<file path="config.mk">
export PLATFORM = sky130hd
export DESIGN_NAME = pixel_readout_sequencer_flat
export DESIGN_NICKNAME = d
export VERILOG_FILES = /design/src/rtl/pixel_readout_sequencer_pkg.sv /design/src/rtl/pixel_readout_sequencer_if.sv /design/src/rtl/pixel_readout_sequencer_gray2bin.sv /design/src/rtl/pixel_readout_sequencer.sv /design/src/flat_wrapper.sv
export SDC_FILE = /design/constraint.sdc
export NUM_CORES = 1
export LEC_CHECK = 0
export CORE_AREA = 3 3 123 125
export DETAILED_ROUTE_END_ITERATION = 10
export DIE_AREA = 0 0 126 128
export PLACE_DENSITY_LB_ADDON = 0.05
export SLEW_MARGIN = 20
export SYNTH_ARGS = -nofsm -noshare
export SYNTH_HDL_FRONTEND = slang
export SYNTH_SLANG_ARGS = --single-unit
</file>
<file path="constraint.sdc">
create_clock -name SYSTEM_CLK -period 3.3 [get_ports SYSTEM_CLK]
set_clock_uncertainty 0.2 [all_clocks]
set_input_delay 0.66 -clock SYSTEM_CLK [delete_from_list [all_inputs] [get_ports SYSTEM_CLK]]
set_output_delay 0.66 -clock SYSTEM_CLK [all_outputs]
set_load 0.1 [all_outputs]
</file>
<file path="src/rtl/pixel_readout_sequencer_pkg.sv">
// ============================================================================
// Module      : pixel_seq_pkg
// Description : Shared types, constants and Gray-code helpers for the pixel
//               readout sequencer.
// Revision    : 1.0 - initial release
// ============================================================================
`default_nettype none

package pixel_seq_pkg;

    // Sequencer states
    typedef enum logic [2:0] {
        ST_IDLE    = 3'd0,
        ST_ERASE   = 3'd1,
        ST_EXPOSE  = 3'd2,
        ST_CONVERT = 3'd3,
        ST_READ    = 3'd4
    } seq_state_e;

    // Length of the array erase strobe in clock cycles
    localparam int ERASE_CYCLES = 4;

    // Helpers operate on a zero-extended container so one definition serves
    // every code width up to CODE_W; callers cast to their own width.
    localparam int CODE_W = 32;

    function automatic logic [CODE_W-1:0] bin2gray(input logic [CODE_W-1:0] bin);
        return bin ^ (bin >> 1);
    endfunction

    function automatic logic [CODE_W-1:0] gray2bin(input logic [CODE_W-1:0] gray);
        logic [CODE_W-1:0] bin;
        bin[CODE_W-1] = gray[CODE_W-1];
        for (int i = CODE_W - 2; i >= 0; i--) begin
            bin[i] = bin[i+1] ^ gray[i];
        end
        return bin;
    endfunction

endpackage

`default_nettype wire

</file>
<file path="src/rtl/pixel_readout_sequencer_if.sv">
// ============================================================================
// Module      : pixel_readout_sequencer_if
// Description : Output beat stream (valid/ready) between sequencer and consumer.
// Revision    : 1.0 - initial release
// ============================================================================
`default_nettype none

interface pixel_readout_sequencer_if #(
    parameter int BEAT_WIDTH = 100
);
    logic [BEAT_WIDTH-1:0] DATA_OUT;
    logic                  DATA_OUT_VALID;
    logic                  DATA_OUT_READY;
    logic                  FRAME_END;

    modport master (
        output DATA_OUT,
        output DATA_OUT_VALID,
        output FRAME_END,
        input  DATA_OUT_READY
    );

    modport slave (
        input  DATA_OUT,
        input  DATA_OUT_VALID,
        input  FRAME_END,
        output DATA_OUT_READY
    );
endinterface

`default_nettype wire

</file>
<file path="src/rtl/pixel_readout_sequencer_gray2bin.sv">
// ============================================================================
// Module      : pixel_gray2bin
// Description : Single-pixel Gray-to-binary converter (combinational).
// Revision    : 1.0 - initial release
// ============================================================================
`default_nettype none

module pixel_gray2bin
    import pixel_seq_pkg::*;
#(
    parameter int W = 10
) (
    input  wire logic [W-1:0] gray_i,
    output logic      [W-1:0] bin_o
);

    assign bin_o = W'(gray2bin(CODE_W'(gray_i)));

endmodule

`default_nettype wire

</file>
<file path="src/rtl/pixel_readout_sequencer.sv">
// ============================================================================
// Module      : pixel_readout_sequencer
// Description : Erase -> expose -> convert -> readout frame sequencer for the
//               digital pixel array, streaming pixels over valid/ready.
//               Optional macro PIXEL_GRAY_COUNTER_EN selects a Gray-coded
//               conversion counter with Gray->binary conversion on readout.
// Revision    : 1.0 - initial release
// ============================================================================
`default_nettype none

module pixel_readout_sequencer
    import pixel_seq_pkg::*;
#(
    parameter int WIDTH                  = 100,
    parameter int HEIGHT                 = 100,
    parameter int OUTPUT_BUS_PIXEL_WIDTH = 10,
    parameter int BIT_DEPTH              = 10,
    parameter int EXPOSURE_BITS          = 16,
    localparam int GROUPS = WIDTH / OUTPUT_BUS_PIXEL_WIDTH,
    localparam int ROW_W  = (HEIGHT > 1) ? $clog2(HEIGHT) : 1,
    localparam int GRP_W  = (GROUPS > 1) ? $clog2(GROUPS) : 1,
    localparam int BEAT_W = OUTPUT_BUS_PIXEL_WIDTH * BIT_DEPTH
) (
    input  wire logic                     SYSTEM_CLK,
    input  wire logic                     SYSTEM_RESET_N,
    input  wire logic                     START,
    input  wire logic                     CONTINUOUS,
    input  wire logic [EXPOSURE_BITS-1:0] EXPOSURE_CYCLES,
    output logic                          PIXEL_ERASE,
    output logic                          PIXEL_EXPOSE,
    output logic                          ADC_RAMP_EN,
    output logic      [BIT_DEPTH-1:0]     COUNTER_VALUE,
    output logic      [ROW_W-1:0]         READ_ROW,
    output logic      [GRP_W-1:0]         READ_GROUP,
    input  wire logic [BEAT_W-1:0]        READ_DATA,
    output logic                          BUSY,
    pixel_readout_sequencer_if.master     bus
);

    localparam logic [2:0] S_IDLE    = 3'(ST_IDLE);
    localparam logic [2:0] S_ERASE   = 3'(ST_ERASE);
    localparam logic [2:0] S_EXPOSE  = 3'(ST_EXPOSE);
    localparam logic [2:0] S_CONVERT = 3'(ST_CONVERT);
    localparam logic [2:0] S_READ    = 3'(ST_READ);

    localparam int                  TMR_W      = (EXPOSURE_BITS > 3) ? EXPOSURE_BITS : 3;
    localparam logic [TMR_W-1:0]    ERASE_LOAD = TMR_W'(ERASE_CYCLES - 1);
    localparam logic [BIT_DEPTH-1:0] CNT_MAX   = '1;
    localparam logic [ROW_W-1:0]    ROW_LAST   = ROW_W'(HEIGHT - 1);
    localparam logic [GRP_W-1:0]    GRP_LAST   = GRP_W'(GROUPS - 1);

    // A row must split into whole beats
    if (WIDTH % OUTPUT_BUS_PIXEL_WIDTH != 0) begin : g_width_check
        $error("WIDTH must be a multiple of OUTPUT_BUS_PIXEL_WIDTH");
    end

    logic [2:0]           state_q, state_d;
    logic [TMR_W-1:0]     tmr_q, tmr_d;
    logic [BIT_DEPTH-1:0] cnt_q, cnt_d;
    logic [BIT_DEPTH-1:0] cv_q, cv_d;
    logic [ROW_W-1:0]     row_q, row_d;
    logic [GRP_W-1:0]     grp_q, grp_d;
    logic [BEAT_W-1:0]    data_q, data_d;
    logic                 valid_q, valid_d;
    logic                 fend_q, fend_d;
    logic                 loaded_q, loaded_d;
    logic                 erase_q, expose_q, ramp_q, busy_q;

    logic [TMR_W-1:0]     w_exp_load;
    logic [BEAT_W-1:0]    w_read_conv;
    logic                 w_accept;
    logic                 w_load;
    logic                 w_last_addr;

    // Exposure of 0 behaves as 1 cycle; the timer counts down to zero
    assign w_exp_load = (EXPOSURE_CYCLES == '0) ? '0 : TMR_W'(EXPOSURE_CYCLES - 1'b1);

    assign w_accept    = valid_q & bus.DATA_OUT_READY;
    assign w_load      = (state_q == S_READ) & ~loaded_q & (~valid_q | bus.DATA_OUT_READY);
    assign w_last_addr = (row_q == ROW_LAST) & (grp_q == GRP_LAST);

`ifdef PIXEL_GRAY_COUNTER_EN
    // Pixel latches capture Gray codes; decode each pixel before output
    for (genvar gi = 0; gi < OUTPUT_BUS_PIXEL_WIDTH; gi++) begin : g_gray
        pixel_gray2bin #(.W(BIT_DEPTH)) u_g2b (
            .gray_i (READ_DATA[gi*BIT_DEPTH +: BIT_DEPTH]),
            .bin_o  (w_read_conv[gi*BIT_DEPTH +: BIT_DEPTH])
        );
    end
    assign cv_d = BIT_DEPTH'(bin2gray(CODE_W'(cnt_d)));
`else
    assign w_read_conv = READ_DATA;
    assign cv_d        = cnt_d;
`endif

    // Next-state logic: phase sequencing, conversion count and readout stream
    always_comb begin
        state_d  = state_q;
        tmr_d    = tmr_q;
        cnt_d    = cnt_q;
        row_d    = row_q;
        grp_d    = grp_q;
        data_d   = data_q;
        valid_d  = valid_q;
        fend_d   = fend_q;
        loaded_d = loaded_q;
        case (state_q)
            S_IDLE: begin
                if (START) begin
                    state_d = S_ERASE;
                    tmr_d   = ERASE_LOAD;
                end
            end
            S_ERASE: begin
                if (tmr_q == '0) begin
                    state_d = S_EXPOSE;
                    tmr_d   = w_exp_load;
                end else begin
                    tmr_d = tmr_q - 1'b1;
                end
            end
            S_EXPOSE: begin
                if (tmr_q == '0) begin
                    state_d = S_CONVERT;
                    cnt_d   = '0;
                end else begin
                    tmr_d = tmr_q - 1'b1;
                end
            end
            S_CONVERT: begin
                if (cnt_q == CNT_MAX) begin
                    state_d  = S_READ;
                    cnt_d    = '0;
                    row_d    = '0;
                    grp_d    = '0;
                    loaded_d = 1'b0;
                end else begin
                    cnt_d = cnt_q + 1'b1;
                end
            end
            S_READ: begin
                if (w_accept) begin
                    valid_d = 1'b0;
                    fend_d  = 1'b0;
                    if (fend_q) begin
                        loaded_d = 1'b0;
                        if (CONTINUOUS) begin
                            state_d = S_ERASE;
                            tmr_d   = ERASE_LOAD;
                        end else begin
                            state_d = S_IDLE;
                        end
                    end
                end
                // A load in the same cycle as an accept refills the register
                if (w_load) begin
                    data_d  = w_read_conv;
                    valid_d = 1'b1;
                    fend_d  = w_last_addr;
                    if (w_last_addr) begin
                        loaded_d = 1'b1;
                    end
                    if (grp_q == GRP_LAST) begin
                        grp_d = '0;
                        row_d = (row_q == ROW_LAST) ? '0 : row_q + 1'b1;
                    end else begin
                        grp_d = grp_q + 1'b1;
                    end
                end
            end
            default: begin
                state_d = S_IDLE;
            end
        endcase
    end

    // State and datapath registers; strobes decoded from next state so they align with it
    always_ff @(posedge SYSTEM_CLK or negedge SYSTEM_RESET_N) begin
        if (!SYSTEM_RESET_N) begin
            state_q  <= S_IDLE;
            tmr_q    <= '0;
            cnt_q    <= '0;
            cv_q     <= '0;
            row_q    <= '0;
            grp_q    <= '0;
            data_q   <= '0;
            valid_q  <= 1'b0;
            fend_q   <= 1'b0;
            loaded_q <= 1'b0;
            erase_q  <= 1'b0;
            expose_q <= 1'b0;
            ramp_q   <= 1'b0;
            busy_q   <= 1'b0;
        end else begin
            state_q  <= state_d;
            tmr_q    <= tmr_d;
            cnt_q    <= cnt_d;
            cv_q     <= cv_d;
            row_q    <= row_d;
            grp_q    <= grp_d;
            data_q   <= data_d;
            valid_q  <= valid_d;
            fend_q   <= fend_d;
            loaded_q <= loaded_d;
            erase_q  <= (state_d == S_ERASE);
            expose_q <= (state_d == S_EXPOSE);
            ramp_q   <= (state_d == S_CONVERT);
            busy_q   <= (state_d != S_IDLE);
        end
    end

    assign PIXEL_ERASE        = erase_q;
    assign PIXEL_EXPOSE       = expose_q;
    assign ADC_RAMP_EN        = ramp_q;
    assign COUNTER_VALUE      = cv_q;
    assign READ_ROW           = row_q;
    assign READ_GROUP         = grp_q;
    assign BUSY               = busy_q;
    assign bus.DATA_OUT       = data_q;
    assign bus.DATA_OUT_VALID = valid_q;
    assign bus.FRAME_END      = fend_q;

endmodule

`default_nettype wire

</file>
<file path="src/flat_wrapper.sv">
// flat-port wrapper written by rule: the top's interface ports become plain ports
module pixel_readout_sequencer_flat import pixel_seq_pkg::*;
#(
    parameter int WIDTH                  = 100,
    parameter int HEIGHT                 = 100,
    parameter int OUTPUT_BUS_PIXEL_WIDTH = 10,
    parameter int BIT_DEPTH              = 10,
    parameter int EXPOSURE_BITS          = 16,
    localparam int GROUPS = WIDTH / OUTPUT_BUS_PIXEL_WIDTH,
    localparam int ROW_W  = (HEIGHT > 1) ? $clog2(HEIGHT) : 1,
    localparam int GRP_W  = (GROUPS > 1) ? $clog2(GROUPS) : 1,
    localparam int BEAT_W = OUTPUT_BUS_PIXEL_WIDTH * BIT_DEPTH
)
  (SYSTEM_CLK, SYSTEM_RESET_N, START, CONTINUOUS, EXPOSURE_CYCLES, PIXEL_ERASE, PIXEL_EXPOSE, ADC_RAMP_EN, COUNTER_VALUE, READ_ROW, READ_GROUP, READ_DATA, BUSY, bus_DATA_OUT, bus_DATA_OUT_VALID, bus_FRAME_END, bus_DATA_OUT_READY);
  pixel_readout_sequencer_if bus_i ();
  input  wire logic SYSTEM_CLK;
  input  wire logic SYSTEM_RESET_N;
  input  wire logic START;
  input  wire logic CONTINUOUS;
  input  wire logic [EXPOSURE_BITS-1:0] EXPOSURE_CYCLES;
  output logic PIXEL_ERASE;
  output logic PIXEL_EXPOSE;
  output logic ADC_RAMP_EN;
  output logic      [BIT_DEPTH-1:0] COUNTER_VALUE;
  output logic      [ROW_W-1:0] READ_ROW;
  output logic      [GRP_W-1:0] READ_GROUP;
  input  wire logic [BEAT_W-1:0] READ_DATA;
  output logic BUSY;
  output wire logic [$bits(bus_i.DATA_OUT)-1:0] bus_DATA_OUT;
  output wire logic [$bits(bus_i.DATA_OUT_VALID)-1:0] bus_DATA_OUT_VALID;
  output wire logic [$bits(bus_i.FRAME_END)-1:0] bus_FRAME_END;
  input wire logic [$bits(bus_i.DATA_OUT_READY)-1:0] bus_DATA_OUT_READY;
  assign bus_DATA_OUT = bus_i.DATA_OUT;
  assign bus_DATA_OUT_VALID = bus_i.DATA_OUT_VALID;
  assign bus_FRAME_END = bus_i.FRAME_END;
  assign bus_i.DATA_OUT_READY = bus_DATA_OUT_READY;
  pixel_readout_sequencer #(.WIDTH(WIDTH), .HEIGHT(HEIGHT), .OUTPUT_BUS_PIXEL_WIDTH(OUTPUT_BUS_PIXEL_WIDTH), .BIT_DEPTH(BIT_DEPTH), .EXPOSURE_BITS(EXPOSURE_BITS)) u_core (.SYSTEM_CLK(SYSTEM_CLK), .SYSTEM_RESET_N(SYSTEM_RESET_N), .START(START), .CONTINUOUS(CONTINUOUS), .EXPOSURE_CYCLES(EXPOSURE_CYCLES), .PIXEL_ERASE(PIXEL_ERASE), .PIXEL_EXPOSE(PIXEL_EXPOSE), .ADC_RAMP_EN(ADC_RAMP_EN), .COUNTER_VALUE(COUNTER_VALUE), .READ_ROW(READ_ROW), .READ_GROUP(READ_GROUP), .READ_DATA(READ_DATA), .BUSY(BUSY), .bus(bus_i));
endmodule
</file>
==> out/qor.log <==
INFO  clocking       cts-resized-gates=0
INFO  yosys          synth.yosys.warnings=0
INFO  pwr            tot_pwr=5.78mW
INFO  worst_setup_path timing.setup.critical_path_class=flip-flop to flip-flop
INFO  worst_setup_path critical_path_buf_inv_count=1
INFO  final_layout   final_nets=950
INFO  clocking       postCtsSetupBuffers=0
INFO  yosys          synth_top_flop_cell=dfrtp_1
INFO  worst_setup_path crit_path_end_kind=flip-flop
INFO  grt            grt_pass1_vias=5902
INFO  yosys          seq_area_frac_synth=54.7%
INFO  sta            period_needed=2.72ns
INFO  floorplan      dieHeight=128um
INFO  yosys          synth_fp_nets=694
INFO  job            max-cap-violations=0
INFO  grt            first_pass_grt_wire_length=30400um
INFO  pwr            power.density_cell_area=601nW/um^2
INFO  grt            globalRoute.totalOverflow=0
INFO  yosys          mapped_cell_area=6720um^2
INFO  yosys          number_of_enable_type_register_cells_in_the_synthesized_netlist=0
INFO  clocking       cts_tree=yes
INFO  sta            timing.final.max_slew_violations=0
INFO  placed_design  detailedPlace.worstSlack=0.448ns
INFO  route          detail_route.vias_per_cell=5.45
INFO  floorplan      start_util=48.0%
INFO  floorplan      floorplan.rows=43
INFO  grt            largest_net_degree_at_the_start_of_global_routing=88
INFO  sta            rsz_0062_raised_after_global_routing=no
INFO  sta            final-setup-viol-count=0
INFO  status         run_status=finished clean
INFO  worst_hold_path worst_hold_path_type=input pin to async pin
INFO  pwr            leakagePower=4.14nW
INFO  clocking       clock_sinks=147
INFO  sta            max_transition_margin=34.8%
INFO  grt            grt_antenna_before_repair=0
INFO  clocking       clk_transition_reported_paths=0.06ns
INFO  yosys          synth.lib_cells_used.distinct=58
INFO  sta            final_hold_viol_count=0
INFO  route          remaining_antenna_violation_count_after_routing=0
INFO  route          routedWlPerCell=18.4um
INFO  route          dr.pass1.iters=5
INFO  final_layout   area_growth_syn_to_layout=43.3%
INFO  worst_setup_path timing.critical_path.max_delay_family=simple AND/OR/NAND/NOR gates
INFO  clocking       cts_made_buffers=17
INFO  floorplan      die_area=16100um^2
INFO  placed_design  place.gp.congestion=0.905
INFO  placed_design  place_hpwl=14200um
INFO  worst_setup_path list_of_cells_traversed_by_the_critical_path=or3b_1 > a211oi_4 > buf_12 > mux2_2
INFO  route          drt_wl_total=18600um
INFO  yosys          synth_area_per_cell=11.9um^2
INFO  grt            global_route.peak_usage_layer=met2
INFO  final_layout   drive_gt1_share=33.0%
INFO  clocking       ctsHoldBuffers=0
INFO  grt            grtUsageMet2=40.8%
INFO  worst_setup_path worst-endpoint-required=3.40ns
INFO  grt            use_met3=10.0%
INFO  grt            gr-usage-met1=26.9%
INFO  clocking       cts_max_path_buffers=2
INFO  final_layout   antenna_cells=0
INFO  floorplan      die_w=126um
INFO  pwr            power.ir.vdd_worst=0.426mV
INFO  clocking       root_buffer=clkbuf_16
INFO  yosys          postSynthCellCount=566
INFO  route          vias=5520
INFO  floorplan      ios=248
INFO  route          drc_errors=0
INFO  placed_design  port-buffer-count=247
INFO  worst_setup_path cp_slowest_stage_delay=0.61ns
INFO  route          drt-initial-drc-count=246
INFO  worst_setup_path cp.arrival=2.81ns
INFO  sta            fin_ws=0.582ns
INFO  yosys          ys_ff_latch=147
INFO  sta            worst-slew-pin-transition=0.965ns
INFO  worst_setup_path cp_slowest_cell=or3b_1
INFO  sta            min_period_over_period=82.4%
INFO  sta            fmax=368MHz
INFO  grt            aggregate_global_route_resource_usage=23.7%
INFO  worst_setup_path startpoint_type=flip-flop
INFO  floorplan      placeable_core_region=14000um^2
INFO  clocking       htree_num_levels=4
INFO  clocking       worst_skew_pair.late_latency=0.42ns
INFO  yosys          synthArstFlopShare=100%
INFO  sta            timing.setup.tns=0ns
INFO  worst_setup_path critical_path.max_fanout=87
## worst register-to-register path, stage by stage, from the launching register on
cell	delay, ns
dfrtp_1	0.52
or3b_1	0.62
a211oi_4	0.37
buf_12	0.40
mux2_2	0.49
## path summary, 6_finish.rpt
kind	start	to	slack, ns	depth (start not counted)
setup / recovery	u_core.state_q[0]$_DFF_PN0_	u_core.bus.DATA_OUT[59]$_DFFE_PN0P_	0.58	4
hold / removal	SYSTEM_RESET_N	u_core.cnt_q[0]$_DFFE_PN0P_	0.008	1
setup reg to reg	u_core.state_q[0]$_DFF_PN0_	u_core.bus.DATA_OUT[59]$_DFFE_PN0P_	0.58	4
hold reg to reg	u_core.bus.DATA_OUT[4]$_DFFE_PN0P_	u_core.bus.DATA_OUT[4]$_DFFE_PN0P_	0.31	1
max in group asynchronous	SYSTEM_RESET_N	u_core.bus.DATA_OUT[49]$_DFFE_PN0P_	2.14	2
min in group SYSTEM_CLK	u_core.bus.DATA_OUT[4]$_DFFE_PN0P_	u_core.bus.DATA_OUT[4]$_DFFE_PN0P_	0.31	1
## layout make-up
type | instances | area, um^2
fill | 1083 | 4360
sequential | 147 | 3680
multi-input combinational | 384 | 2880
timing repair buffer | 261 | 2290
clock buffer | 24 | 462
tap | 180 | 225
clock inverter | 6 | 57.6
inverter | 11 | 41.3
## report_power, final
group	internal [mW]	switching (mW)	total (mW)
Sequential	1.96	0.116	2.08
Clock	1.04	0.702	1.74
Combinational	0.496	1.46	1.96
Total	3.50	2.28	5.78
## flip-flops by register name, summed over array words and instances, names as in the netlist
| signal | flops |
|---|---|
| u_core.PIXEL_EXPOSE | 1 |
| u_core.state_q | 3 |
| u_core.cnt_q | 10 |
| u_core.tmr_q | 16 |
| u_core.loaded_q | 1 |
| u_core.READ_ROW | 7 |
| u_core.bus.FRAME_END | 1 |
| u_core.READ_GROUP | 4 |
| u_core.bus.DATA_OUT | 100 |
| u_core.bus.DATA_OUT_VALID | 1 |
| u_core.BUSY | 1 |
| u_core.PIXEL_ERASE | 1 |
| u_core.ADC_RAMP_EN | 1 |
## Yosys cell counts (all sizes together) (4+ instances only)
library cell	count	area [um^2]
dfrtp	147	3680
mux2	100	1130
o21ai	44	220
nor2	36	135
nand2	25	93.8
buf	19	110
nand3	15	75.1
nor3	15	75.1
nor4	15	106
a21o	12	90.1
inv	11	41.3
xor2	9	78.8
a21oi	8	40.0
nand4	8	50.1
nor2b	8	50.1
ha	7	87.6
o22ai	6	37.5
o31ai	6	45.0
xnor2	6	52.6
and3	5	31.3
clkbuf	5	20.0
nand2b	5	31.3
and2	4	25.0
## logic make-up after synthesis
logic type,share of synthesized area [%]
adder cells (fa/ha/maj),1.30
XOR/XNOR,1.96
AO/OA/AOI/OAI,10.1
buffers and inverters,2.55
flip-flops,54.7
multiplexers,17.1
AND/OR/NAND/NOR,12.3
## stage by stage
stage | util (%) | hold slack (ns) | cell area [um^2] | instances
after detailed placement | 65.1 | 0.296 | 9110 | 983
final | 68.8 | 0.00768 | 9630 | 1013
after floorplan | - | 0.164 | 6720 | 566
after CTS | 68.8 | 0.0300 | 9630 | 1013
after global placement | 65.1 | 0.291 | 9110 | 983
after global routing | 68.8 | 0.0350 | 9630 | 1013
## layout by cell type (no fill, tap or decap), types with 3 or more instances in the layout
cell type and instances:
ha_1 7, nand2_1 25, inv_1 11, o32ai_1 3, nand4_1 8, o21ai_0 43
o31ai_1 6, dfrtp_1 147, o22ai_1 6, mux2_2 100, a21oi_1 8, a21o_1 12
buf_4 139, nand2b_1 5, o211ai_1 3, nor2b_1 8, clkinv_2 4, clkbuf_16 17
and2_1 4, xor2_1 9, clkbuf_1 6, nor4_1 13, xnor2_1 6, nor3_1 15
nor2_1 36, and3_1 5, nand3_1 15, clkdlybuf4s50_1 119, a31oi_1 3
## routing by layer
metal | wire length [um] | up-vias
li1 | - | 2587
met1 | 7000 | 2726
met2 | 9730 | 187
met3 | 1580 | 20
met4 | 310 | 0
met5 | 0 | -
No activity file was read; power rests on OpenSTA's default activity.
